$ cat src/rtl/multicycle_ctrl_pkg.sv
// Shared definitions for the multicycle controller and the ALU control block.
// Contents:
//   state_t     - controller state codes. The numeric codes appear on the debug port.
//   OP_*        - primary opcodes, taken from instr[31:26].
//   ALUOP_*     - ALUOp encoding driven to the ALU control block.
//   SRCB_*      - ALU operand B select.
//   PCSRC_*     - PC source select.
//   decode_target() - the state that DECODE moves to for a given opcode.
package multicycle_ctrl_pkg;

  typedef enum logic [3:0] {
    S_FETCH  = 4'd0,
    S_DECODE = 4'd1,
    S_MEMADR = 4'd2,
    S_MEMRD  = 4'd3,
    S_MEMWB  = 4'd4,
    S_MEMWR  = 4'd5,
    S_REXEC  = 4'd6,
    S_RWB    = 4'd7,
    S_IEXEC  = 4'd8,
    S_IWB    = 4'd9,
    S_BRANCH = 4'd10,
    S_JUMP   = 4'd11,
    S_ILL    = 4'd12
  } state_t;

  localparam logic [5:0] OP_RTYPE = 6'b000000;
  localparam logic [5:0] OP_LW    = 6'b001000;
  localparam logic [5:0] OP_SW    = 6'b010000;
  localparam logic [5:0] OP_ADDI  = 6'b000010;
  localparam logic [5:0] OP_BEQ   = 6'b000100;
  localparam logic [5:0] OP_J     = 6'b100000;

  localparam logic [1:0] ALUOP_ADD   = 2'b00;
  localparam logic [1:0] ALUOP_SUB   = 2'b01;
  localparam logic [1:0] ALUOP_FUNCT = 2'b10;
  localparam logic [1:0] ALUOP_IMM   = 2'b11;

  localparam logic [1:0] SRCB_REG    = 2'b00;
  localparam logic [1:0] SRCB_FOUR   = 2'b01;
  localparam logic [1:0] SRCB_IMM    = 2'b10;
  localparam logic [1:0] SRCB_IMM_SH = 2'b11;

  localparam logic [1:0] PCSRC_ALU    = 2'b00;
  localparam logic [1:0] PCSRC_ALUOUT = 2'b01;
  localparam logic [1:0] PCSRC_JUMP   = 2'b10;

  function automatic state_t decode_target(input logic [5:0] op);
    case (op)
      OP_RTYPE:     return S_REXEC;
      OP_LW, OP_SW: return S_MEMADR;
      OP_ADDI:      return S_IEXEC;
      OP_BEQ:       return S_BRANCH;
      OP_J:         return S_JUMP;
      default:      return S_ILL;
    endcase
  endfunction

endpackage

$ cat src/rtl/multicycle_ctrl.sv
// Multicycle datapath controller.
//
// state  | meaning
// FETCH  | read instruction; IR and PC+4 written on the exit cycle
// DECODE | branch target into ALUOut, dispatch on opcode
// MEMADR | compute base + imm for lw/sw
// MEMRD  | data read, waits on mem_ready
// MEMWB  | load data into rt
// MEMWR  | data write, waits on mem_ready
// REXEC  | R-type ALU operation
// RWB    | ALU result into rd
// IEXEC  | addi ALU operation
// IWB    | ALU result into rt
// BRANCH | conditional PC write with ALUOut target
// JUMP   | PC <- jump target
// ILL    | one-cycle illegal-opcode pulse
//
// Ports:
//   clk, reset      - single clock, synchronous active-high reset
//   opcode          - instr[31:26] from the instruction register
//   mem_ready       - memory access completes this cycle
//   PCWrite .. ALUSrcA, ALUSrcB, PCSource, ALUOp - datapath strobes/selects
//   state           - current state code (debug)
//   illegal         - one-cycle pulse for an undecoded opcode
module multicycle_ctrl
  import multicycle_ctrl_pkg::*;
#(
  parameter bit MEM_WAIT_EN = 1'b1
) (
  input  logic       clk,
  input  logic       reset,
  input  logic [5:0] opcode,
  input  logic       mem_ready,
  output logic       PCWrite,
  output logic       PCWriteCond,
  output logic       IorD,
  output logic       MemRead,
  output logic       MemWrite,
  output logic       IRWrite,
  output logic       MemToReg,
  output logic       RegWrite,
  output logic       RegDest,
  output logic       ALUSrcA,
  output logic [1:0] ALUSrcB,
  output logic [1:0] PCSource,
  output logic [1:0] ALUOp,
  output logic [3:0] state,
  output logic       illegal
);

  state_t state_q;
  state_t state_d;
  logic   mem_done;

  assign mem_done = MEM_WAIT_EN ? mem_ready : 1'b1;
  assign state    = state_q;

  always_ff @(posedge clk) begin
    if (reset) state_q <= S_FETCH;
    else       state_q <= state_d;
  end

  always_comb begin
    state_d = S_FETCH;
    case (state_q)
      S_FETCH:  state_d = mem_done ? S_DECODE : S_FETCH;
      S_DECODE: state_d = decode_target(opcode);
      S_MEMADR: begin
        if (opcode == OP_LW)      state_d = S_MEMRD;
        else if (opcode == OP_SW) state_d = S_MEMWR;
        else                      state_d = S_FETCH;
      end
      S_MEMRD:  state_d = mem_done ? S_MEMWB : S_MEMRD;
      S_MEMWR:  state_d = mem_done ? S_FETCH : S_MEMWR;
      S_REXEC:  state_d = S_RWB;
      S_IEXEC:  state_d = S_IWB;
      default:  state_d = S_FETCH;
    endcase
  end

  // Decoded from the registered state. Two qualifiers are deliberate:
  // IR/PC writes in FETCH fire only on the cycle the read completes so a
  // stalled fetch updates them once, and reset masks every write strobe
  // because the register still holds the pre-reset state for that cycle.
  always_comb begin
    PCWrite     = 1'b0;
    PCWriteCond = 1'b0;
    IorD        = 1'b0;
    MemRead     = 1'b0;
    MemWrite    = 1'b0;
    IRWrite     = 1'b0;
    MemToReg    = 1'b0;
    RegWrite    = 1'b0;
    RegDest     = 1'b0;
    ALUSrcA     = 1'b0;
    ALUSrcB     = SRCB_REG;
    PCSource    = PCSRC_ALU;
    ALUOp       = ALUOP_ADD;
    illegal     = 1'b0;
    case (state_q)
      S_FETCH: begin
        MemRead = 1'b1;
        ALUSrcB = SRCB_FOUR;
        IRWrite = mem_done;
        PCWrite = mem_done;
      end
      S_DECODE: ALUSrcB = SRCB_IMM_SH;
      S_MEMADR: begin
        ALUSrcA = 1'b1;
        ALUSrcB = SRCB_IMM;
      end
      S_MEMRD: begin
        MemRead = 1'b1;
        IorD    = 1'b1;
      end
      S_MEMWB: begin
        RegWrite = 1'b1;
        MemToReg = 1'b1;
      end
      S_MEMWR: begin
        MemWrite = 1'b1;
        IorD     = 1'b1;
      end
      S_REXEC: begin
        ALUSrcA = 1'b1;
        ALUOp   = ALUOP_FUNCT;
      end
      S_RWB: begin
        RegWrite = 1'b1;
        RegDest  = 1'b1;
      end
      S_IEXEC: begin
        ALUSrcA = 1'b1;
        ALUSrcB = SRCB_IMM;
        ALUOp   = ALUOP_IMM;
      end
      S_IWB: RegWrite = 1'b1;
      S_BRANCH: begin
        ALUSrcA     = 1'b1;
        ALUOp       = ALUOP_SUB;
        PCWriteCond = 1'b1;
        PCSource    = PCSRC_ALUOUT;
      end
      S_JUMP: begin
        PCWrite  = 1'b1;
        PCSource = PCSRC_JUMP;
      end
      S_ILL:   illegal = 1'b1;
      default: ;
    endcase
    if (reset) begin
      PCWrite     = 1'b0;
      PCWriteCond = 1'b0;
      IRWrite     = 1'b0;
      RegWrite    = 1'b0;
      MemWrite    = 1'b0;
      illegal     = 1'b0;
    end
  end

endmodule

$ cat config.mk
export PLATFORM = sky130hd
export DESIGN_NAME = multicycle_ctrl
export DESIGN_NICKNAME = d
export VERILOG_FILES = /design/src/rtl/multicycle_ctrl_pkg.sv /design/src/rtl/multicycle_ctrl.sv
export SDC_FILE = /design/constraint.sdc
export NUM_CORES = 1
export LEC_CHECK = 0
export BUFFER_PORTS_ARGS = -buffer_cell sky130_fd_sc_hd__clkbuf_2
export CAP_MARGIN = 15
export CORE_MARGIN = 2
export CORE_UTILIZATION = 39
export CTS_CLUSTER_DIAMETER = 80
export DETAILED_ROUTE_END_ITERATION = 10
export GPL_TIMING_DRIVEN = 0
export PLACE_DENSITY = 0.84
export SLEW_MARGIN = 20
export SYNTH_ARGS = -nofsm -noshare
export SYNTH_HDL_FRONTEND = slang
export SYNTH_SLANG_ARGS = --single-unit
export TNS_END_PERCENT = 10
$ cat constraint.sdc
create_clock -name clk -period 1.4 [get_ports clk]
set_input_delay 0.28 -clock clk [delete_from_list [all_inputs] [get_ports clk]]
set_output_delay 0.28 -clock clk [all_outputs]
set_load 0.01 [all_outputs]
# Word level (Yosys, flattened, before mapping)
# Cells that the tools add are included.
[word_totals]
register_bits = 4
latch_bits = 0
ram_bits = 0
rom_bits = 0
inputBits = 9
output_inout_bits = 21
word_cells = 53
n_memories = 0
[op_classes]
add_sub_neg = 0
mul = 0
div = 0
order_cmp = 0
n_eq_ne = 17
n_shift = 0
mux = 27
bitwise_logic = 0
n_reduce_logical = 8
[ops]
columns = ["cell", "count"]
rows = [
  ["4-bit case mux with 7 select lines", 1],
  ["4-bit equality test, second input constant", 5],
  ["4-bit case mux with 5 select lines", 1],
  ["1-bit two-way mux", 17],
  ["4-bit by 3-bit equality test with 1-bit output, second input constant", 4],
  ["3-bit two-way mux", 4],
  ["2-bit case mux with 3 select lines", 2],
  ["4-bit by 2-bit equality test with 1-bit output, second input constant", 2],
  ["2-bit OR reduction", 4],
  ["6-bit by 2-bit equality test with 1-bit output, second input constant", 1],
  ["6-bit by 3-bit equality test with 1-bit output, second input constant", 1],
  ["6-bit by 4-bit equality test with 1-bit output, second input constant", 1],
  ["6-bit by 5-bit equality test with 1-bit output, second input constant", 1],
  ["6-bit equality test, second input constant", 1],
  ["6-bit logical NOT", 1],
  ["4-bit by 1-bit equality test with 1-bit output, second input constant", 1],
  ["4-bit logical NOT", 1],
  ["2-bit case mux with 2 select lines", 1],
  ["4-bit OR reduction", 1],
  ["3-bit OR reduction", 1],
  ["1-bit case mux with 2 select lines", 1],
]

# Depth between registers and ports, before layout
# Gate-level depths: netlist of the first run.
[depth]
word_depth = 4
ltp_mapped = 6
mapped_depth_nobuf = 4

# Least setup slack after synthesis of the first run
# OpenSTA, ideal clock, no wires.
[synth_timing]
path_type = "reg-to-output"
startpoint = "register state_q[2] (netlist: state[2])"
endpoint = "output port MemWrite"
arrival_time_ps = 1319
t_required_ps = 1120
slack_ps = -199
path_stages_with_launch = 5
path_buffers = 2
path_cell_list = "dfxtp_1 clkbuf_1 clkbuf_1 nand2b_1 nor3_1"
[synth_via]
elab_chain_len = 3
[synth_rtl]
columns = ["item", "line", "text"]
rows = [
  ["from (decl)", "multicycle_ctrl.sv:51", "state_t state_q;"],
  ["from (signal assigned)", "multicycle_ctrl.sv:60", "else state_q <= state_d;"],
  ["4-bit by 3-bit equality test with 1-bit output", "multicycle_ctrl.sv:100", "case (state_q)"],
  ["1-bit two-way mux", "multicycle_ctrl.sv:100", ""],
  ["1-bit two-way mux", "multicycle_ctrl.sv:151", "if (reset) begin"],
  ["to (decl)", "multicycle_ctrl.sv:38", "output logic MemWrite,"],
]
# Every way passes these cells.

# Worst setup path in the final report of the first run
[layout_timing]
startpoint = "register state_q[0] (netlist: state[0])"
endpoint = "output port PCWrite"
[layout_via]
elab_chain_len = 3
elab_cells_between_ends = 4
classes_between = "1 x eq/ne; 2 x mux; 1 x reduce/logical"
[layout_rtl]
columns = ["item", "line", "text"]
rows = [
  ["4-bit equality test / 4-bit logical NOT (equally long branches)", "multicycle_ctrl.sv:100", ""],
  ["1-bit case mux with 2 select lines (*)", "multicycle_ctrl.sv:100", ""],
  ["1-bit two-way mux (*)", "multicycle_ctrl.sv:151", ""],
  ["to (decl)", "multicycle_ctrl.sv:34", "output logic PCWrite,"],
]
# Every way passes the cells marked *; elsewhere a longest branch is shown, timed or not.

==> results of run 1 <==
[cell type report]
cell class,instances,area (um2),area share
clock buffers,3,22.5,0.0216
inverters,3,11.3,0.0108
plain buffers,7,91.3,0.0876
multi-input cells,75,581,0.557
repair buffers,38,221,0.212
flip-flops and latches,4,95.1,0.0912
well taps,16,20.0,0.0192
[worst max-delay path by stage]
stage | startpoint | to | slack, ns | cells past startpoint
2_1_floorplan | state[2]$_SDFF_PP0_ | PCWrite | -0.05 | 5
3_3_place_gp | state[2]$_SDFF_PP0_ | PCWrite | -0.17 | 6
3_5_place_dp | state[2]$_SDFF_PP0_ | PCWrite | -0.21 | 6
4_1_cts | state[3]$_SDFF_PP0_ | PCWrite | -0.13 | 5
5_1_grt | state[0]$_SDFF_PP0_ | PCWrite | -0.22 | 4
6_report | state[0]$_SDFF_PP0_ | PCWrite | -0.16 | 4
[kinds of logic (layout without fill, tap and decap cells)]
group / count (synthesis) / after routing / share of synthesized area
AOI/OAI and AO/OA: 23 / 23 / 0.285
adders and majority gates: 1 / 1 / 0.0170
DFF: 4 / 4 / 0.136
and+or+nand+nor: 48 / 48 / 0.433
xor gates and xnor gates: 3 / 3 / 0.0446
buffers and inverters: 12 / 51 / 0.0849
[metal layers]
metal  vias to the layer above  global-route usage
li1                        416                   -
met1                       436               0.272
met2                        81               0.406
met3                        17              0.0340
met4                         0               0.163
met5                         -                   0
[Yosys cell counts, types with 3 or more instances]
| cell | count |
|---|---|
| clkbuf_1 | 4 |
| nor3_1 | 7 |
| buf_2 | 4 |
| o21ai_0 | 4 |
| dfxtp_1 | 4 |
| nor2_1 | 16 |
| nand2b_1 | 9 |
| inv_1 | 3 |
| and3_1 | 3 |
| nand2_1 | 3 |
| a21oi_1 | 4 |
| nor4_1 | 4 |
[placed cells by master, fill, tap and decap left out, types with 2 or more instances in the layout]
cell | synthesis | layout
nor4_1 | 4 | 3
and3_1 | 3 | 2
a31oi_1 | 2 | 2
buf_4 | 0 | 10
a21oi_1 | 4 | 4
nor4b_1 | 2 | 2
buf_6 | 0 | 2
nor3_2 | 0 | 3
o21ai_0 | 4 | 4
dfxtp_4 | 0 | 4
xor2_1 | 2 | 2
o21ai_1 | 2 | 2
nor2_1 | 16 | 12
inv_1 | 3 | 2
nor3_1 | 7 | 3
nor2_4 | 0 | 2
clkbuf_4 | 0 | 3
clkbuf_2 | 0 | 16
nand2b_1 | 9 | 5
buf_2 | 4 | 13
nand2_1 | 3 | 2
nand2b_4 | 0 | 4
nor2_2 | 0 | 2
buf_8 | 0 | 3
[report_power, final]
part | switching (W) | total, W | leakage [nW] | internal [W]
clock | 0.0000469 | 0.000143 | 0.0138 | 0.0000959
sequential | 0.0000280 | 0.000156 | 0.0356 | 0.000128
combinational | 0.000255 | 0.000494 | 0.403 | 0.000239
total | 0.000330 | 0.000793 | 0.453 | 0.000463
[metrics by stage]
| step | utilization | cells |
|---|---|---|
| global placement | 0.515 | 134 |
| floorplan | - | 91 |
| detailed placement | 0.515 | 134 |
| finish | 0.717 | 146 |
| global route | 0.717 | 146 |
| CTS | 0.653 | 144 |
[what timing repair did]
item,4_1_cts,5_1_grt
hold endpoints to repair,0,0
endpoints found under the setup margin,20,20
pin swaps,7,3
gates resized for setup,34,31
buffers inserted,8,3
==> flow_summary.json, run 1 <==
{
  "dr.pass1.iters": 4,
  "cp-end-kind": "primary output",
  "grt_pass1_vias": 800,
  "timing.fmax_mhz": 641,
  "cts.sinks": 4,
  "die-area_mm2": 0.00184,
  "grt_max_degree": 11,
  "die_x_um": 42.9,
  "ant_nets": 0,
  "cp_max_fo": 6,
  "ys_warn_count": 0,
  "crit_path_start_kind": "flop",
  "grt_overflow": 0,
  "drc": 0,
  "wl_met1_um": 858,
  "irDropWorstVdd_mv": 0.451,
  "rows": 14,
  "post-dp-hpwl_mm": 1.33,
  "start_util": 0.405,
  "synth_edf_count": 0,
  "finalClockSkew_ns": 0.00371,
  "fin_ws_ns": -0.161,
  "rsz0062_at_grt": "yes",
  "outcome": "finished, violations left",
  "min_path_cells": 2,
  "relSlewSlack": 0.738,
  "critPathMaxStageDelay_ns": 0.37,
  "wirelength_mm": 2.43,
  "top_layer_used": "met4",
  "grt_pass1_wl_mm": 3.36,
  "largest_reg_flops": 4,
  "met3_length_um": 236,
  "track_usage": 0.240,
  "tritoncts": "yes",
  "place_area_um2": 749,
  "clock_latency_ns": 0.23,
  "synthArstFlopShare": 0,
  "holdCritStartpoint": "reset",
  "power_w": 0.000793,
  "r2r_start": "state[0]$_SDFF_PP0_",
  "synth.avg_cell_area_um2": 6.48,
  "required_ns": 1.12,
  "ctsHoldBuffers": 0,
  "max-cap-violations": 0,
  "drive_above_1_share": 0.585,
  "htree_levels": 1,
  "finalSetupViolations": 16,
  "final_area_mm2": 0.00104,
  "antennaDiodeCount": 0,
  "seq_area_frac_synth": 0.136,
  "slowest_stage": "dfxtp_4",
  "finalHoldViolCount": 0,
  "synthCells": 91,
  "yosys_most_used_dff": "dfxtp_1",
  "holdPathEnd": "state[3]$_SDFF_PP0_",
  "synth_seq_cells": 4,
  "timing.hold.ws_ns": 0.379,
  "netlist_area_um2": 589,
  "hold_class": "in2reg",
  "synthTopCellsByArea": "dfxtp_1 (14%), nor2_1 (10%), nand2b_1 (9.6%)",
  "critical_path.cell_chain": "nor3_2, and3_4, or2_1, buf_2",
  "vias": 950,
  "tightest_slew_ns": 0.388,
  "via_per_inst": 6.51,
  "synth_top_cell_area_share": 0.136,
  "die_h_um": 42.9,
  "cp_top_family": "simple AND/OR/NAND/NOR gates",
  "fillers": 95,
  "rr_endpoint": "state[0]$_SDFF_PP0_",
  "fin_setup_tns_ns": -1.25,
  "finalNetCount": 141,
  "grt_antenna_before_repair": 0,
  "io_buffer_count": 27,
  "wl_met2_mm": 1.22,
  "clockBufferDepth": 2,
  "p_per_area_mw_per_mm2": 761,
  "violations": "negative setup slack",
  "yosys.area.top_type": "dfxtp_1",
  "numCtsBuffers": 3,
  "ios": 30,
  "pre_cts_slack_ns": -0.210,
  "wl_per_cell_um": 16.7,
  "cts_root_buf": "clkbuf_4",
  "synth_cell_types": 34,
  "reg2regPathDepth": 5,
  "crit_type": "reg2out",
  "clkTransAtPathRegs_ns": 0.04,
  "syn_nets": 100,
  "regToRegSetupSlack_ns": -0.09,
  "arrival_ns": 1.28,
  "first_iter_violations": 29,
  "finalCritPeriodShare": 1.11,
  "core_mm2": 0.00145,
  "drv_slew": 0,
  "routabilityCongestion": 0.862,
  "min_period_ns": 1.56,
  "crit_buf_inv": 1,
  "areaGrowthSynthToFinish_pct": 76.9,
  "p_leak_nw": 0.453
}
(Power assumes the default switching activity.)
==> run 2, diff against run 1 <==
Settings changed: BUFFER_PORTS_ARGS -buffer_cell sky130_fd_sc_hd__clkbuf_2 to unset, CORE_UTILIZATION 39 to 41, DONT_BUFFER_PORTS set to 1, PLACE_DENSITY 0.84 to 0.68.
==> run 2 against run 1 <==
Effect of this change:
- the flow still finishes with violations (negative setup slack)
- final area fell by 13%
- critical path type unchanged
- largest power group unchanged
- cell count fell by 21%
- non-clock buffer count fell by 29
- highest routed layer unchanged
- sequential share of layout area rose by 1.3 points
==> flow_summary.json, run 2 (synthesis gave the netlist of run 1 again) <==
{
  "outcome": "finished, violations left",
  "violations": "negative setup slack",
  "fin_setup_tns_ns": -0.704,
  "finalHoldViolCount": 0,
  "dr.pass1.iters": 4,
  "rsz0062_at_grt": "yes",
  "tritoncts": "yes",
  "die_h_um": 41.9,
  "htree_levels": 1,
  "drive_above_1_share": 0.554,
  "tightest_slew_ns": 0.415,
  "p_leak_nw": 0.303,
  "core_mm2": 0.00132,
  "relSlewSlack": 0.720,
  "slowest_stage": "dfxtp_4",
  "crit_buf_inv": 1,
  "irDropWorstVdd_mv": 0.478,
  "cts.sinks": 4,
  "crit_path_start_kind": "flop",
  "areaGrowthSynthToFinish_pct": 54.6,
  "ios": 30,
  "cp_max_fo": 8,
  "critical_path.cell_chain": "buf_8, nor2_2, and3_4, or2_4",
  "crit_type": "reg2out",
  "required_ns": 1.12,
  "clockBufferDepth": 2,
  "crit_cells": 4,
  "io_buffer_count": 0,
  "clkTransAtPathRegs_ns": 0.04,
  "start_util": 0.447,
  "grt_overflow": 0,
  "clock_latency_ns": 0.23,
  "rows": 13,
  "cp_top_family": "simple AND/OR/NAND/NOR gates",
  "routabilityCongestion": 0.865,
  "p_per_area_mw_per_mm2": 779,
  "first_iter_violations": 29,
  "fin_util": 0.691,
  "max-cap-violations": 0,
  "drv_slew": 0,
  "rr_endpoint": "state[0]$_SDFF_PP0_",
  "finalNetCount": 112,
  "r2r_start": "state[0]$_SDFF_PP0_",
  "holdPathEnd": "state[3]$_SDFF_PP0_",
  "post-dp-hpwl_mm": 1.19,
  "grt_pass1_vias": 715,
  "die_x_um": 41.9,
  "cp-end-kind": "primary output",
  "placed_cells": 106,
  "reg2regPathDepth": 5,
  "min_period_ns": 1.54,
  "min_path_cells": 1,
  "finalCritPeriodShare": 1.10,
  "antennaDiodeCount": 0,
  "finalSetupViolations": 12,
  "largest_reg_flops": 4,
  "vias": 789,
  "timing.fmax_mhz": 648,
  "grt_max_degree": 11,
  "regToRegSetupSlack_ns": 0.01,
  "wl_per_cell_um": 18.9,
  "finalClockSkew_ns": 0.000251,
  "critPathMaxStageDelay_ns": 0.39,
  "grt_pass1_wl_mm": 3.21,
  "numCtsBuffers": 3,
  "die-area_mm2": 0.00176,
  "grt_antenna_before_repair": 0,
  "track_usage": 0.236,
  "ant_nets": 0,
  "fin_cells": 116,
  "holdCritStartpoint": "reset",
  "hold_class": "in2reg",
  "via_per_inst": 6.80,
  "layout_common_cells": "nor2_2 (8), nor2_1 (8), buf_4 (7), nand2b_1 (5)",
  "drc": 0,
  "fillers": 100,
  "fin_ws_ns": -0.143,
  "pre_cts_slack_ns": -0.192,
  "wirelength_mm": 2.20,
  "arrival_ns": 1.26,
  "cts_root_buf": "clkbuf_4"
}
run 2: cell types whose count changed in the layout (fill, tap and decap cells not counted), sizes merged:
cell,change
buf,-13
clkbuf,-16
run 2: metal layers:
layer | wire length, um | global-route usage | up-vias
li1 | - | - | 359
met1 | 819 | 0.268 | 366
met2 | 1100 | 0.363 | 54
met3 | 188 | 0.0522 | 10
met4 | 91 | 0.213 | 0
met5 | 0 | 0 | -
run 2: timing repair:
| item | CTS | global route |
|---|---|---|
| endpoints found under the hold margin | 0 | 0 |
| setup buffers | 4 | 3 |
| endpoints found under the setup margin | 20 | 20 |
| pin swaps | 7 | 7 |
| gates resized for setup | 30 | 31 |
| hold buffers | 0 | 0 |
| cloned | 1 | 0 |
run 2: final cells by class:
class / count / area [um2] / area share
Buffer: 8 / 90.1 / 0.0989
Clock buffer: 3 / 22.5 / 0.0247
Inverter: 3 / 11.3 / 0.0124
Multi-Input combinational cell: 75 / 616 / 0.676
Sequential cell: 4 / 95.1 / 0.104
Tap cell: 15 / 18.8 / 0.0206
Timing Repair Buffer: 8 / 57.6 / 0.0632
run 2: worst max path at each step:
stage,startpoint,to
final,state[3]$_SDFF_PP0_,PCWrite
after global routing,state[2]$_SDFF_PP0_,PCWrite
after CTS,state[2]$_SDFF_PP0_,MemWrite
after detailed placement,state[2]$_SDFF_PP0_,PCWrite
after global placement,state[2]$_SDFF_PP0_,PCWrite
after floorplan,state[2]$_SDFF_PP0_,PCWrite
run 2: through the flow:
| step | hold slack, ns | power, W | area, um2 |
|---|---|---|---|
| 2_1_floorplan | 0.357 | 0.000355 | 594 |
| 3_3_place_gp | 0.362 | 0.000394 | 613 |
| 3_5_place_dp | 0.364 | 0.000399 | 613 |
| 4_1_cts | 0.104 | 0.000623 | 774 |
| 5_1_grt | 0.110 | 0.000746 | 911 |
| 6_report | 0.111 | 0.000710 | 911 |
run 2: worst register-to-register path: cells and delay by family (launching register included):
kind | cells | cell delay (ns)
compound gates | 3 | 0.62
buf+inv | 1 | 0.16
flops | 1 | 0.38
simple gates | 1 | 0.14
run 2: where the power goes:
part | switching (W) | total (W) | internal [W] | leakage, nW
registers | 0.0000362 | 0.000164 | 0.000128 | 0.0356
clock network | 0.0000472 | 0.000143 | 0.0000959 | 0.0138
logic | 0.000217 | 0.000402 | 0.000185 | 0.254
==> run 3, diff against run 2 <==
Settings changed: ABC_AREA set to 1, CORE_AREA set to 2 2 39 41, CORE_MARGIN 2 to unset, CORE_UTILIZATION 41 to unset, DIE_AREA set to 0 0 41 43, PLACE_DENSITY 0.68 to 0.65.
==> run 3 against run 2 <==
Effect of this change:
- register-to-register slack better by 0.14 ns
- routed wire length is 40% lower
- core utilization is 23 points lower
- power is 24% lower
- sequential share of layout area is 4.2 points higher
- the flow still finishes with violations (negative setup slack)
- die area is 0.37% higher
- flip-flop and latch count stayed put
- non-clock buffer count is 15 lower
- synthesized area is 15% lower
==> flow_summary.json, run 3 <==
{
  "grt_max_degree": 10,
  "reg2regPathDepth": 7,
  "start_util": 0.363,
  "final_common_cell": "nor2_1",
  "drv_slew": 0,
  "die_x_um": 41,
  "largest_reg_flops": 4,
  "min_period_ns": 1.52,
  "via_per_inst": 5.23,
  "rsz0062_at_grt": "yes",
  "areaGrowthSynthToFinish_pct": 26.2,
  "syn_nets": 105,
  "vias": 601,
  "cts_setup_buffers": 0,
  "finalSetupViolations": 10,
  "grt_pass1_wl_mm": 1.75,
  "rows": 14,
  "core_mm2": 0.00138,
  "arrival_ns": 1.24,
  "cts.sinks": 4,
  "yosys.area.top_type": "nor2_1",
  "required_ns": 1.12,
  "yosys_most_used_dff": "dfxtp_1",
  "met3_length_um": 110,
  "violations": "negative setup slack",
  "ys_warn_count": 0,
  "die-area_mm2": 0.00176,
  "finalCritPeriodShare": 1.08,
  "track_usage": 0.137,
  "antennaDiodeCount": 0,
  "routabilityCongestion": 0.741,
  "io_buffer_count": 0,
  "rr_endpoint": "state[0]$_SDFF_PP0_",
  "layout_common_cells": "nor2_1 (20), inv_1 (15), nand2_1 (13), nand3_1 (10), nor2_2 (6)",
  "wirelength_mm": 1.33,
  "cts_root_buf": "clkbuf_4",
  "drive_above_1_share": 0.313,
  "numCtsBuffers": 3,
  "clkTransAtPathRegs_ns": 0.04,
  "multi_input_area_um2": 419,
  "clockBufferDepth": 2,
  "clock_latency_ns": 0.23,
  "holdPathEnd": "state[2]$_SDFF_PP0_",
  "irDropWorstVdd_mv": 0.362,
  "synth.avg_cell_area_um2": 5.23,
  "drc": 0,
  "outcome": "finished, violations left",
  "grt_pass1_vias": 499,
  "htree_levels": 1,
  "ios": 30,
  "seq_area_frac_synth": 0.160,
  "timing.hold.ws_ns": 0.369,
  "holdCritStartpoint": "mem_ready",
  "r2r_start": "state[2]$_SDFF_PP0_",
  "crit_type": "reg2out",
  "synthTopCellsByCount": "nor2_1 (27), inv_1 (17), nand2_1 (14)",
  "finalHoldViolCount": 0,
  "grt_antenna_before_repair": 0,
  "timing.fmax_mhz": 659,
  "tightest_slew_ns": 0.474,
  "synth_cell_types": 19,
  "netlist_area_um2": 502,
  "wl_met1_um": 484,
  "synth_edf_count": 0,
  "synth_top_cell_area_share": 0.202,
  "cp_max_fo": 6,
  "post-dp-hpwl_um": 977,
  "die_h_um": 43,
  "wl_met2_um": 720,
  "ant_nets": 0,
  "fin_ws_ns": -0.117,
  "finalClockSkew_ns": 0.00168,
  "top_layer_used": "met4",
  "crit_path_start_kind": "flop",
  "p_leak_nw": 0.296,
  "fillers": 156,
  "ctsHoldBuffers": 0,
  "wl_per_cell_um": 11.5,
  "p_per_area_mw_per_mm2": 849,
  "regArea_um2": 92.6,
  "hold_class": "in2reg",
  "max-cap-violations": 0,
  "grt_overflow": 0,
  "synthArstFlopShare": 0,
  "tritoncts": "yes",
  "regToRegSetupSlack_ns": 0.15,
  "synthTopCellsByArea": "nor2_1 (20%), dfxtp_1 (16%), inv_1 (13%)",
  "cp-end-kind": "primary output",
  "first_iter_violations": 7,
  "finalNetCount": 110,
  "synth_seq_cells": 4,
  "dr.pass1.iters": 4,
  "power_w": 0.000537,
  "relSlewSlack": 0.684,
  "synth.most_common_cell": "nor2_1",
  "synthCells": 96,
  "min_path_cells": 4
}
run 3: cell count changes in the layout (fill, tap and decap cells not counted), moves of 5 or more:
cell / before / now
nor2_4: 0 / 5
nand2b_1: 5 / 0
nand2_1: 3 / 13
inv_1: 3 / 15
buf_4: 7 / 0
nor2_1: 8 / 20
nand3_1: 0 / 10
run 3: worst max path at each step:
stage | start | endpoint | cells after the start | slack (ns)
4_1_cts | state[2]$_SDFF_PP0_ | PCWrite | 4 | -0.12
3_5_place_dp | state[3]$_SDFF_PP0_ | PCWrite | 5 | -0.06
2_1_floorplan | state[0]$_SDFF_PP0_ | RegWrite | 4 | 0.05
5_1_grt | state[2]$_SDFF_PP0_ | RegWrite | 4 | -0.19
6_report | state[2]$_SDFF_PP0_ | RegWrite | 4 | -0.12
3_3_place_gp | state[0]$_SDFF_PP0_ | RegWrite | 4 | -0.05
run 3: layout make-up:
class / instances / area share
Tap cell: 16 / 0.0316
Sequential cell: 4 / 0.146
Clock buffer: 3 / 0.0356
Multi-Input combinational cell: 73 / 0.662
Buffer: 1 / 0.00593
Inverter: 18 / 0.119
run 3: layer usage:
| metal | up-vias | GRT usage |
|---|---|---|
| met3 | 2 | 0.0366 |
| li1 | 307 | - |
| met4 | 0 | 0.0400 |
| met5 | - | 0 |
| met1 | 267 | 0.135 |
| met2 | 25 | 0.253 |
run 3: cell families after synthesis:
group	synth area share
AND/OR/NAND/NOR	0.589
AO/OA/AOI/OAI	0.110
buffers and inverters	0.142
flip-flops	0.160
run 3: through the flow:
step	setup TNS (ns)	setup slack, ns	instance area, um2	instances	util
global placement	-0.0884	-0.0504	524	112	0.379
detailed placement	-0.116	-0.0602	524	112	0.379
floorplan	0	0.0490	504	96	-
CTS	-0.486	-0.125	588	115	0.425
global route	-1.19	-0.194	633	115	0.458
finish	-0.418	-0.117	633	115	0.458
run 3: worst max-delay path, cell delays in order (launching register included):
cell	delay (ns)
dfxtp_2	0.46
nand2_2	0.14
nor2_2	0.19
o21ai_1	0.11
inv_1	0.10
run 3: timing repair:
action,in CTS,in global routing
setup endpoints to repair,15,13
gates cloned,0,0
pin swaps,1,2
endpoints found under the hold margin,0,0
gates resized for setup,16,13
run 3: report_power, final:
group          switching, W  internal, W  leakage [nW]
clock network     0.0000452    0.0000957        0.0138
registers         0.0000400     0.000129        0.0353
logic              0.000157    0.0000704         0.246
